[config.mk]
export PLATFORM = sky130hd
export DESIGN_NAME = pri_dec_tracker_flat
export DESIGN_NICKNAME = d
export VERILOG_FILES = /design/src/rtl/pri_dec_tracker_if.sv /design/src/rtl/pri_dec_tracker.sv /design/src/flat_wrapper.sv
export SDC_FILE = /design/constraint.sdc
export NUM_CORES = 1
export LEC_CHECK = 0
export CAP_MARGIN = 25
export CORE_ASPECT_RATIO = 1.5
export CORE_MARGIN = 4
export CORE_UTILIZATION = 48
export CTS_BUF_LIST = sky130_fd_sc_hd__clkbuf_4 sky130_fd_sc_hd__clkbuf_8 sky130_fd_sc_hd__clkbuf_16
export CTS_CLUSTER_DIAMETER = 80
export DETAILED_ROUTE_END_ITERATION = 7
export PLACE_DENSITY_LB_ADDON = 0.25
export SETUP_SLACK_MARGIN = 0.3
export SYNTH_ARGS = -nofsm -noshare
export SYNTH_HDL_FRONTEND = slang
export SYNTH_SLANG_ARGS = --single-unit
[constraint.sdc]
create_clock -name clk -period 9.65 [get_ports clk]
set_clock_uncertainty 0.2 [all_clocks]
set_input_delay 1.93 -clock clk [delete_from_list [all_inputs] [get_ports clk]]
set_output_delay 1.93 -clock clk [all_outputs]
set_load 0.05 [all_outputs]
[src/rtl/pri_dec_tracker_if.sv]
// Request/status bundle for the index-to-bitmap occupancy tracker.
// master drives set/clear requests; slave is the tracker itself.
interface pri_dec_tracker_if #(
   parameter int WIDTH     = 16,
   parameter int LOG_WIDTH = 4
);
   logic                 set_valid;
   logic                 set_ready;
   logic [LOG_WIDTH-1:0] set_idx;
   logic                 clr_valid;
   logic [LOG_WIDTH-1:0] clr_idx;
   logic [WIDTH-1:0]     dec_out;
   logic                 dec_valid;
   logic [WIDTH-1:0]     bitmap;
   logic [LOG_WIDTH:0]   count;
   logic                 full;
   logic                 empty;
   logic                 err_set;
   logic                 err_clr;

   modport master (
      output set_valid, set_idx, clr_valid, clr_idx,
      input  set_ready, dec_out, dec_valid, bitmap, count, full, empty,
             err_set, err_clr
   );

   modport slave (
      input  set_valid, set_idx, clr_valid, clr_idx,
      output set_ready, dec_out, dec_valid, bitmap, count, full, empty,
             err_set, err_clr
   );
endinterface

[src/rtl/pri_dec_tracker.sv]
// Occupancy tracker: decodes set/clear indices to one-hot and marks entries
// busy/free in a registered bitmap, with popcount, full/empty and error pulses.
module pri_dec_tracker_cell (
   input  logic clk,
   input  logic rst,
   input  logic clr_hit,
   input  logic set_hit,
   output logic busy
);
   // clear lands before set, so a same-cycle clear+set leaves the entry busy
   always_ff @(posedge clk or negedge rst) begin
      if (!rst) busy <= 1'b0;
      else      busy <= set_hit | (busy & ~clr_hit);
   end
endmodule

module pri_dec_tracker #(
   parameter int WIDTH     = 16,
   parameter int LOG_WIDTH = 4
) (
   input  logic              clk,
   input  logic              rst,
   pri_dec_tracker_if.slave  bus
);
   localparam logic [LOG_WIDTH:0] FULL_CNT = (LOG_WIDTH+1)'(WIDTH);

   // all-zero for indices >= WIDTH, which folds the range check into the decode
   function automatic logic [WIDTH-1:0] onehot(input logic [LOG_WIDTH-1:0] idx);
      logic [WIDTH-1:0] oh;
      for (int i = 0; i < WIDTH; i++) oh[i] = (idx == LOG_WIDTH'(i));
      return oh;
   endfunction

   logic [WIDTH-1:0]   bitmap;
   logic [LOG_WIDTH:0] count;
   logic [WIDTH-1:0]   dec_out;
   logic               dec_valid, err_set, err_clr;

   logic               full, set_acc, clr_eff, set_eff;
   logic [WIDTH-1:0]   clr_oh, set_oh, mid;

   assign full    = (count == FULL_CNT);
   assign set_acc = bus.set_valid & ~full;

   assign clr_oh  = onehot(bus.clr_idx);
   assign set_oh  = onehot(bus.set_idx);
   assign clr_eff = bus.clr_valid & |(bitmap & clr_oh);
   assign mid     = bitmap & ~(clr_eff ? clr_oh : '0);
   assign set_eff = set_acc & |set_oh & ~|(mid & set_oh);

   for (genvar i = 0; i < WIDTH; i++) begin : g_cell
      pri_dec_tracker_cell u_cell (
         .clk     (clk),
         .rst     (rst),
         .clr_hit (clr_eff & clr_oh[i]),
         .set_hit (set_eff & set_oh[i]),
         .busy    (bitmap[i])
      );
   end

   always_ff @(posedge clk or negedge rst) begin
      if (!rst) begin
         count     <= '0;
         dec_out   <= '0;
         dec_valid <= 1'b0;
         err_set   <= 1'b0;
         err_clr   <= 1'b0;
      end else begin
         case ({set_eff, clr_eff})
            2'b10:   count <= count + 1'b1;
            2'b01:   count <= count - 1'b1;
            default: count <= count;
         endcase
         if (set_eff) dec_out <= set_oh;
         dec_valid <= set_eff;
         err_set   <= set_acc & ~set_eff;
         err_clr   <= bus.clr_valid & ~clr_eff;
      end
   end

   assign bus.set_ready = ~full;
   assign bus.full      = full;
   assign bus.empty     = (count == '0);
   assign bus.bitmap    = bitmap;
   assign bus.count     = count;
   assign bus.dec_out   = dec_out;
   assign bus.dec_valid = dec_valid;
   assign bus.err_set   = err_set;
   assign bus.err_clr   = err_clr;
endmodule

[src/flat_wrapper.sv]
// flat-port wrapper written by rule: the top's interface ports become plain ports
module pri_dec_tracker_flat 
#(
   parameter int WIDTH     = 16,
   parameter int LOG_WIDTH = 4
)
  (clk, rst, bus_set_valid, bus_set_idx, bus_clr_valid, bus_clr_idx, bus_set_ready, bus_dec_out, bus_dec_valid, bus_bitmap, bus_count, bus_full, bus_empty, bus_err_set, bus_err_clr);
  pri_dec_tracker_if #(.WIDTH(WIDTH), .LOG_WIDTH(LOG_WIDTH)) bus_i ();
  input  logic clk;
  input  logic rst;
  input wire logic [$bits(bus_i.set_valid)-1:0] bus_set_valid;
  input wire logic [$bits(bus_i.set_idx)-1:0] bus_set_idx;
  input wire logic [$bits(bus_i.clr_valid)-1:0] bus_clr_valid;
  input wire logic [$bits(bus_i.clr_idx)-1:0] bus_clr_idx;
  output wire logic [$bits(bus_i.set_ready)-1:0] bus_set_ready;
  output wire logic [$bits(bus_i.dec_out)-1:0] bus_dec_out;
  output wire logic [$bits(bus_i.dec_valid)-1:0] bus_dec_valid;
  output wire logic [$bits(bus_i.bitmap)-1:0] bus_bitmap;
  output wire logic [$bits(bus_i.count)-1:0] bus_count;
  output wire logic [$bits(bus_i.full)-1:0] bus_full;
  output wire logic [$bits(bus_i.empty)-1:0] bus_empty;
  output wire logic [$bits(bus_i.err_set)-1:0] bus_err_set;
  output wire logic [$bits(bus_i.err_clr)-1:0] bus_err_clr;
  assign bus_i.set_valid = bus_set_valid;
  assign bus_i.set_idx = bus_set_idx;
  assign bus_i.clr_valid = bus_clr_valid;
  assign bus_i.clr_idx = bus_clr_idx;
  assign bus_set_ready = bus_i.set_ready;
  assign bus_dec_out = bus_i.dec_out;
  assign bus_dec_valid = bus_i.dec_valid;
  assign bus_bitmap = bus_i.bitmap;
  assign bus_count = bus_i.count;
  assign bus_full = bus_i.full;
  assign bus_empty = bus_i.empty;
  assign bus_err_set = bus_i.err_set;
  assign bus_err_clr = bus_i.err_clr;
  pri_dec_tracker #(.WIDTH(WIDTH), .LOG_WIDTH(LOG_WIDTH)) u_core (.clk(clk), .rst(rst), .bus(bus_i));
endmodule
# == Yosys cells after proc, flatten, opt, wreduce, memory -nomap -nowiden ==
# Cells that the tools add are included.
# word_totals
wordCells,159
ff_bits,40
out_inout_bits,43
# classes
n_eq_ne,33
reduce_logical,8
add_sub_neg,2
muxes,2
bitwise,93
# op_table
cell,count
"equality test 4 bit, second input constant",16
bitwise AND 1 bit,54
bitwise AND 16 bit,3
OR reduction 16 bit,3
"equality test 4 x 3 -> 1 bit, second input constant",8
NOT 1 bit,19
"equality test 4 x 2 -> 1 bit, second input constant",4
two-way mux 16 bit,1
NOT 16 bit,1
OR 1 bit,16
one-hot mux 5 bit (2 select lines),1
"equality test 4 x 1 -> 1 bit, second input constant",2
logical NOT 4 bit,2
"adder 5 x 1 -> 5 bit, second input constant",1
"equality test 5 bit, second input constant",1
logical NOT 5 bit,1
"subtractor 5 x 1 -> 5 bit, second input constant",1
"equality test 2 x 1 -> 1 bit, second input constant",1
"equality test 2 bit, second input constant",1
nonzero test 2 bit,1
logical NOT 1 bit,1

# == Longest topological paths before layout ==
# Gate-level depths: netlist of run 1.
# depth
ltp_word,13
mapped_depth,21
ltp_nobuf,17

# == Modules after synthesis ==
# From an unflattened synthesis of run 1, not the netlist that was laid out.
# hier_totals
hier_cells,298
hier_area_um2,2742.6
# modules_own_cells
module,instances,area_per_inst_um2,cells_per_inst
pri_dec_tracker,1,2162.1,250
pri_dec_tracker_cell,16,36.3,3

# == Worst setup path before layout of run 1 ==
# No wires, ideal clock.
# synth_path
path_type,input to register
from,input port bus_clr_idx[2]
to,register u_core.count[4] (netlist: u_core.bus.count[4])
setup_ns,0.145
n_path_buf,3
setup_slack_ns,4.173
stages,20
t_arrival_ns,5.132
cell_sequence,buf_6 > nor2b_4 > a311o_1 > a221o_1 > o21ai_2 > o211ai_1 > a21o_1 > and3_1 > buf_6 > inv_2 > buf_2 > ha_1 > inv_1 > fa_1 > inv_1 > a21o_1 > a21oi_1 > xnor2_1 > nor2_1 > xor2_1
# synth_via
elab_chain_cells,13
word_cells_on_any_way,30
# synth_rtl
item,line,text
"start, declared",flat_wrapper.sv:14,input wire logic [$bits(bus_i.clr_idx)-1:0] bus_clr_idx;
equality test 4 x 1 -> 1 bit (tied with other cells),pri_dec_tracker.sv:30,for (int i = 0; i < WIDTH; i++) oh[i] = (idx == LOG_WIDTH'(i));
bitwise AND 16 bit,pri_dec_tracker.sv:47,assign clr_eff = bus.clr_valid & |(bitmap & clr_oh);
OR reduction 16 bit,pri_dec_tracker.sv:47,
bitwise AND 1 bit,pri_dec_tracker.sv:47,
two-way mux 16 bit,pri_dec_tracker.sv:48,assign mid = bitmap & ~(clr_eff ? clr_oh : '0);
NOT 16 bit,pri_dec_tracker.sv:48,
bitwise AND 16 bit,pri_dec_tracker.sv:48,
bitwise AND 16 bit,pri_dec_tracker.sv:49,assign set_eff = set_acc & |set_oh & ~|(mid & set_oh);
OR reduction 16 bit,pri_dec_tracker.sv:49,
logical NOT 1 bit,pri_dec_tracker.sv:49,
bitwise AND 1 bit,pri_dec_tracker.sv:49,
equality test 2 x 1 -> 1 bit / equality test 2 bit (equally long branches),pri_dec_tracker.sv:69,"case ({set_eff, clr_eff})"
one-hot mux 5 bit (2 select lines) / nonzero test 2 bit (equally long branches),--,
"end signal, assigned",pri_dec_tracker.sv:70,2'b10: count <= count + 1'b1;
"end signal, assigned",pri_dec_tracker.sv:71,2'b01: count <= count - 1'b1;
"end signal, assigned",pri_dec_tracker.sv:72,default: count <= count;
"end, declared",pri_dec_tracker.sv:35,logic [LOG_WIDTH:0] count;
# Several ways; a longest one is shown, not always the timed one.
# A chain may end at the register's enable or synchronous reset.

# == Worst setup path in the final report of run 1 ==
# layout_path
from,input port bus_clr_idx[1]
to,register u_core.count[4] (netlist: u_core.bus.count[4])
# The elaborated chain is that of the path after synthesis.

==> results.sh, run 1 <==
export IMPL_drcViolationCount=0
export IMPL_cts_max_level=2
export IMPL_post_cts_resized=0
export IMPL_grt_setup_unrepaired="false"
export IMPL_n_antenna_cell=0
export IMPL_cts_setup_buffers=0
export IMPL_yosys_area_top_type="dfrtp_1"
export IMPL_drt_wl_total_um=6450
export IMPL_cts_root_buf="clkbuf_8"
export IMPL_hold_viol=0
export IMPL_final_common_cell="clkdlybuf4s50_1"
export IMPL_hpwl_um=4880
export IMPL_routed_wl_met2_um=3250
export IMPL_startpoint_type="primary input"
export IMPL_wl_per_cell_um=17.6
export IMPL_path_cells="clkdlybuf4s50_1 -> nand3_1 -> o211ai_1 -> nand4_1 -> nor4_1 -> nand4_1 -> nor3_1 -> and3_1 -> inv_2 -> ha_1 -> inv_1 -> fa_1 -> inv_1 -> a21o_1 -> a21oi_1 -> xnor2_1 -> nor2_1 -> xor2_1"
export IMPL_cts_sinks=40
export IMPL_timing_setup_tns_ns=0
export IMPL_clkLatencyLatePin_ns=0.29
export IMPL_worst_setup_path_type="in2reg"
export IMPL_fin_crit_sh_pct=69.2
export IMPL_grt_max_degree=41
export IMPL_antenna_found_initial=0
export IMPL_tritoncts="done"
export IMPL_grt_pass1_wl_um=10600
export IMPL_fill_cells=440
export IMPL_worstReg2RegEnd="u_core.bus.count[4]"
export IMPL_worstRegToRegCells=16
export IMPL_io_buffers=54
export IMPL_syn_avg_cell_area_um2=9.52
export IMPL_gp_congestion=0.965
export IMPL_period_needed_ns=6.68
export IMPL_vias=2165
export IMPL_reg2reg_from="u_core.g_cell[8].u_cell.busy"
export IMPL_final_nets=314
export IMPL_tightest_slew_ns=0.955
export IMPL_syn_nets=287
export IMPL_crit_buf_inv=4
export IMPL_initial_core_util_pct=49.8
export IMPL_p_per_area_nw_per_um2=302
export IMPL_critPathMaxStageDelay_ns=0.85
export IMPL_first_pass_iters=5
export IMPL_ys_seq_area_share_pct=38.9
export IMPL_holdPathStages=1
export IMPL_maxSlewHeadroom_pct=36.3
export IMPL_wl_met3_um=331
export IMPL_core_um2=5160
export IMPL_cts_root_to_sink_buffers=2
export IMPL_fmax_mhz=150
export IMPL_syn_area_um2=2570
export IMPL_synth_edf_count=0
export IMPL_numCtsBuffers=5
export IMPL_worstHoldEndpoint="u_core.bus.dec_out[12]"
export IMPL_synth_flop_cell="dfrtp_1"
export IMPL_synth_top_area_share_pct=38.9
export IMPL_maxCapViolCount=0
export IMPL_drive_gt1_share_pct=7.38
export IMPL_ys_ff_latch=40
export IMPL_highest_layer="met4"
export IMPL_ir_drop_mv=0.178
export IMPL_finalSetupViolCount=0
export IMPL_crit_path_max_fanout=19
export IMPL_drt_iter0_markers=199
export IMPL_die_area_um2=6610
export IMPL_syn_to_final_growth_pct=20.6
export IMPL_vias_per_cell=5.92
export IMPL_cp_slowest_cell="clkdlybuf4s50_1"
export IMPL_finalMaxSlewViolations=0
export IMPL_synth_cells=270
export IMPL_mostFrequentLayoutCells="clkdlybuf4s50_1 (53), dfrtp_1 (40), nand2_1 (18), o21ai_0 (18), nor2_1 (17)"
export IMPL_synth_area_leaders="dfrtp_1 (39%), buf_4 (4.7%), mux2_4 (4.1%)"
export IMPL_synth_cell_types=55
export IMPL_dieHeight_um=97.6
export IMPL_crit_family="simple AND/OR/NAND/NOR gates"
export IMPL_hp_class="reg2reg"
export IMPL_met1_length_um=2560
export IMPL_leakage_nw=1.31
export IMPL_gr_usage_all_layers_pct=20.8
export IMPL_r2r_slack_ns=5.14
export IMPL_path_clk_slew_ns=0.08
export IMPL_worst_ep_required_time_ns=9.62
export IMPL_die_w_um=67.7
export IMPL_synthArstFlopShare_pct=100
export IMPL_ant_nets=0
export IMPL_finalPower_mw=0.936
export IMPL_endpoint_kind="register"
export IMPL_cts_hold_buf=0
export IMPL_outcome="completed"
export IMPL_ios=55
export IMPL_grt_pass1_vias=2152
export IMPL_yosys_warnings=0
export IMPL_cp_arrival_ns=6.65
export IMPL_gr_total_overflow=0
export IMPL_row_count=32
export IMPL_hp_start="u_core.bus.dec_out[12]"
-- area by class of cell --
type	instances	area (um^2)	share of cell area [%]
multi-input cells	187	1320	42.5
flip-flops and latches	40	1000	32.3
repair buffers	54	536	17.3
clock buffers	7	96.3	3.11
well taps	68	85.1	2.74
inverters	9	33.8	1.09
clock inverters	1	30.0	0.969
-- how the worst max path moves through the flow --
stage | startpoint | to | slack [ns] | cells after the start
after floorplan | bus_clr_idx[2] | u_core.bus.count[4] | 4.17 | 20
after global routing | bus_clr_idx[1] | u_core.bus.count[4] | 2.57 | 18
final | bus_clr_idx[1] | u_core.bus.count[4] | 2.97 | 18
after detailed placement | bus_clr_idx[1] | u_core.bus.count[4] | 2.75 | 18
after global placement | bus_clr_idx[1] | u_core.bus.count[4] | 2.81 | 17
after CTS | bus_clr_idx[1] | u_core.bus.count[4] | 3.04 | 17
-- Yosys cell counts, drive strengths merged (2+ instances only) --
cell	number
mux2i	5
or3	3
xnor2	2
o221ai	3
o211a	2
inv	9
nor2b	5
nor3b	2
nor4	3
buf	25
nor2	17
and3	5
nand3b	2
ha	4
clkbuf	9
or2	2
and2	3
mux2	16
nand4	4
nand2b	9
a21o	5
o211ai	5
nand2	18
dfrtp	40
o31ai	12
a21oi	4
nand3	9
nor3	5
o21ai	24
xor2	3
-- sequential cells by signal, summed over array words and instances (netlist names) --
name,cells
u_core.bus.dec_out,16
u_core.bus.dec_valid,1
u_core.bus.err_set,1
u_core.bus.err_clr,1
u_core.g_cell.u_cell.busy,16
u_core.bus.count,5
-- kinds of logic after synthesis --
| kind of cell | share of synthesized area [%] |
|---|---|
| buf+inv | 9.74 |
| xor+xnor | 1.70 |
| simple gates | 19.1 |
| fa+ha+maj | 2.73 |
| compound gates | 17.8 |
| flops | 38.9 |
| mux | 9.98 |
-- report_power, final --
group / internal, mW / leakage [nW] / switching, mW / total, mW
clock network: 0.0912 / 0.0645 / 0.0563 / 0.148
logic: 0.175 / 0.735 / 0.329 / 0.504
registers: 0.221 / 0.506 / 0.0628 / 0.284
-- layer usage --
metal | up-vias | global-route usage (%)
met2 | 101 | 33.0
met5 | - | 0
met1 | 1020 | 26.6
met3 | 27 | 3.01
li1 | 1017 | -
met4 | 0 | 10.9
-- metrics by stage --
stage / std cells / hold slack [ns] / setup WS [ns] / utilization, % / instance area [um^2]
2_1_floorplan: 270 / 0.302 / 4.17 / - / 2570
3_3_place_gp: 358 / 0.284 / 2.81 / 57.6 / 2970
3_5_place_dp: 358 / 0.278 / 2.75 / 57.6 / 2970
4_1_cts: 366 / 0.302 / 3.04 / 60.0 / 3100
5_1_grt: 366 / 0.330 / 2.57 / 60.0 / 3100
6_report: 366 / 0.295 / 2.97 / 60.0 / 3100
(Power assumes the default switching activity.)
==> run 2, diff against run 1 <==
CORE_UTILIZATION = 46   (was 48)
clock period = 6.1 ns   (was 9.65 ns; I/O delays follow)
==> run 2 against run 1 <==
Against the previous run:
- first-iteration DRC count shrank 20%
- clock power grew 45%
- sequential cell count is the same
- sequential share of layout area shrank 0.18 points
- worst setup slack lost 2.3 ns
- critical path depth is the same
- wire length grew 7.9%
- critical path type unchanged
- largest cell class unchanged
==> results.sh, run 2 (synthesis gave the netlist of run 1 again) <==
export IMPL_antenna_found_initial=0
export IMPL_finalMaxSlewViolations=0
export IMPL_drcViolationCount=0
export IMPL_n_antenna_cell=0
export IMPL_startpoint_type="primary input"
export IMPL_combPwrFrac_pct=54.7
export IMPL_drt_wl_total_um=6960
export IMPL_numCtsBuffers=5
export IMPL_period_needed_ns=5.38
export IMPL_grt_setup_unrepaired="false"
export IMPL_power_internal_mw=0.750
export IMPL_worstRegToRegCells=16
export IMPL_holdPathStages=1
export IMPL_cts_root_buf="clkbuf_8"
export IMPL_cts_setup_buffers=0
export IMPL_vias_per_cell=5.82
export IMPL_io_buffers=54
export IMPL_p_clk_share_pct=14.6
export IMPL_mostFrequentLayoutCells="clkdlybuf4s50_1 (53), dfrtp_1 (40), nand2_1 (18), o21ai_0 (18), nor2_1 (17)"
export IMPL_cts_sinks=40
export IMPL_worstHoldEndpoint="u_core.bus.dec_out[9]"
export IMPL_hold_viol=0
export IMPL_post_cts_resized=0
export IMPL_dieHeight_um=99.5
export IMPL_cts_hold_buf=0
export IMPL_first_pass_iters=4
export IMPL_path_clk_slew_ns=0.08
export IMPL_maxSlewHeadroom_pct=41.3
export IMPL_tritoncts="done"
export IMPL_ios=55
export IMPL_worst_setup_path_type="in2reg"
export IMPL_row_count=33
export IMPL_die_area_um2=6870
export IMPL_hpwl_um=5160
export IMPL_p_sw_mw=0.714
export IMPL_crit_path_max_fanout=17
export IMPL_gp_congestion=0.951
export IMPL_drive_gt1_share_pct=8.61
export IMPL_outcome="completed"
export IMPL_wl_per_cell_um=18.7
export IMPL_fmax_mhz=186
export IMPL_die_w_um=69.0
export IMPL_fin_crit_sh_pct=88.2
export IMPL_leakage_nw=1.32
export IMPL_swShare_pct=48.8
export IMPL_worst_ep_required_time_ns=6.12
export IMPL_largestRegisters="u_core.bus.dec_out x16, u_core.g_cell.u_cell.busy x16, u_core.bus.count x5"
export IMPL_maxCapViolCount=0
export IMPL_grt_pass1_vias=2198
export IMPL_ir_drop_mv=0.224
export IMPL_final_common_cell="clkdlybuf4s50_1"
export IMPL_final_nets=318
export IMPL_p_per_area_nw_per_um2=470
export IMPL_tightest_slew_ns=0.880
export IMPL_r2r_slack_ns=1.98
export IMPL_grt_pass1_wl_um=11500
export IMPL_ant_nets=0
export IMPL_grt_max_degree=41
export IMPL_timing_setup_tns_ns=0
export IMPL_cp_arrival_ns=5.40
export IMPL_cts_max_level=2
export IMPL_cts_root_to_sink_buffers=2
export IMPL_vias=2166
export IMPL_syn_to_final_growth_pct=21.3
export IMPL_worstReg2RegEnd="u_core.bus.count[4]"
export IMPL_initial_core_util_pct=47.2
export IMPL_gr_usage_all_layers_pct=20.8
export IMPL_endpoint_kind="register"
export IMPL_drt_iter0_markers=159
export IMPL_hp_class="reg2reg"
export IMPL_sequentialPowerShare_pct=30.7
export IMPL_gr_total_overflow=0
export IMPL_reg2reg_from="u_core.g_cell[8].u_cell.busy"
export IMPL_fin_util_pct=57.2
export IMPL_core_um2=5450
export IMPL_clkLatencyLatePin_ns=0.29
export IMPL_finalSetupViolCount=0
export IMPL_hp_start="u_core.bus.dec_out[9]"
[run 2: power by group through the flow]
stage	Combinational (mW)	Sequential (mW)	Clock [mW]
2_1_floorplan	0.520	0.537	0
3_3_place_gp	0.800	0.454	0
3_5_place_dp	0.803	0.453	0
4_1_cts	0.805	0.448	0.222
5_1_grt	0.846	0.460	0.233
6_report	0.801	0.449	0.214
[run 2: cell type report]
cell class / count / area [um^2]
fill: 497 / 2330
multi-input combinational: 187 / 1320
sequential: 40 / 1000
timing repair buffer: 58 / 566
tap: 70 / 87.6
clock buffer: 5 / 68.8
clock inverter: 3 / 42.5
inverter: 9 / 33.8
[run 2: through the flow]
stage	hold slack, ns	worst slack [ns]	area, um^2	total power, mW	instances
after global routing	0.320	0.407	3120	1.54	372
after floorplan	0.302	1.33	2570	1.06	270
after detailed placement	0.275	0.469	3010	1.26	364
after CTS	0.301	0.761	3120	1.47	372
final	0.292	0.717	3120	1.46	372
after global placement	0.274	0.529	3010	1.25	364
[run 2: how the worst max path moves through the flow]
| stage | startpoint | slack, ns | depth (start not counted) | endpoint |
|---|---|---|---|---|
| floorplan | bus_clr_idx[2] | 1.33 | 20 | u_core.bus.count[4] |
| global placement | bus_clr_idx[3] | 0.53 | 18 | u_core.bus.count[4] |
| detailed placement | bus_clr_idx[3] | 0.47 | 18 | u_core.bus.count[4] |
| CTS | bus_clr_idx[3] | 0.76 | 18 | u_core.bus.count[4] |
| global route | bus_clr_idx[3] | 0.41 | 17 | u_core.bus.count[4] |
| finish | bus_clr_idx[3] | 0.72 | 18 | u_core.bus.count[4] |
[run 2: critical path, stage by stage]
cell             delay (ns)
clkdlybuf4s50_1        0.73
or2_1                  0.35
o221ai_2               0.17
a221o_1                0.43
o21ai_2                0.26
o211ai_1               0.12
a21o_1                 0.22
and3_1                 0.17
inv_2                  0.25
ha_1                   0.30
inv_1                  0.11
fa_1                   0.41
inv_1                  0.07
a21o_1                 0.11
a21oi_1                0.08
xnor2_1                0.12
nor2_1                 0.11
xor2_1                 0.15
[run 2: per-layer routing]
metal | part of all wire, % | vias to the layer above | GRT usage [%]
met3 | 4.3 | 28 | 3.64
met5 | 0 | - | 0
li1 | - | 1024 | -
met2 | 50 | 76 | 34.1
met4 | 4.8 | 0 | 11.1
met1 | 41 | 1038 | 26.1
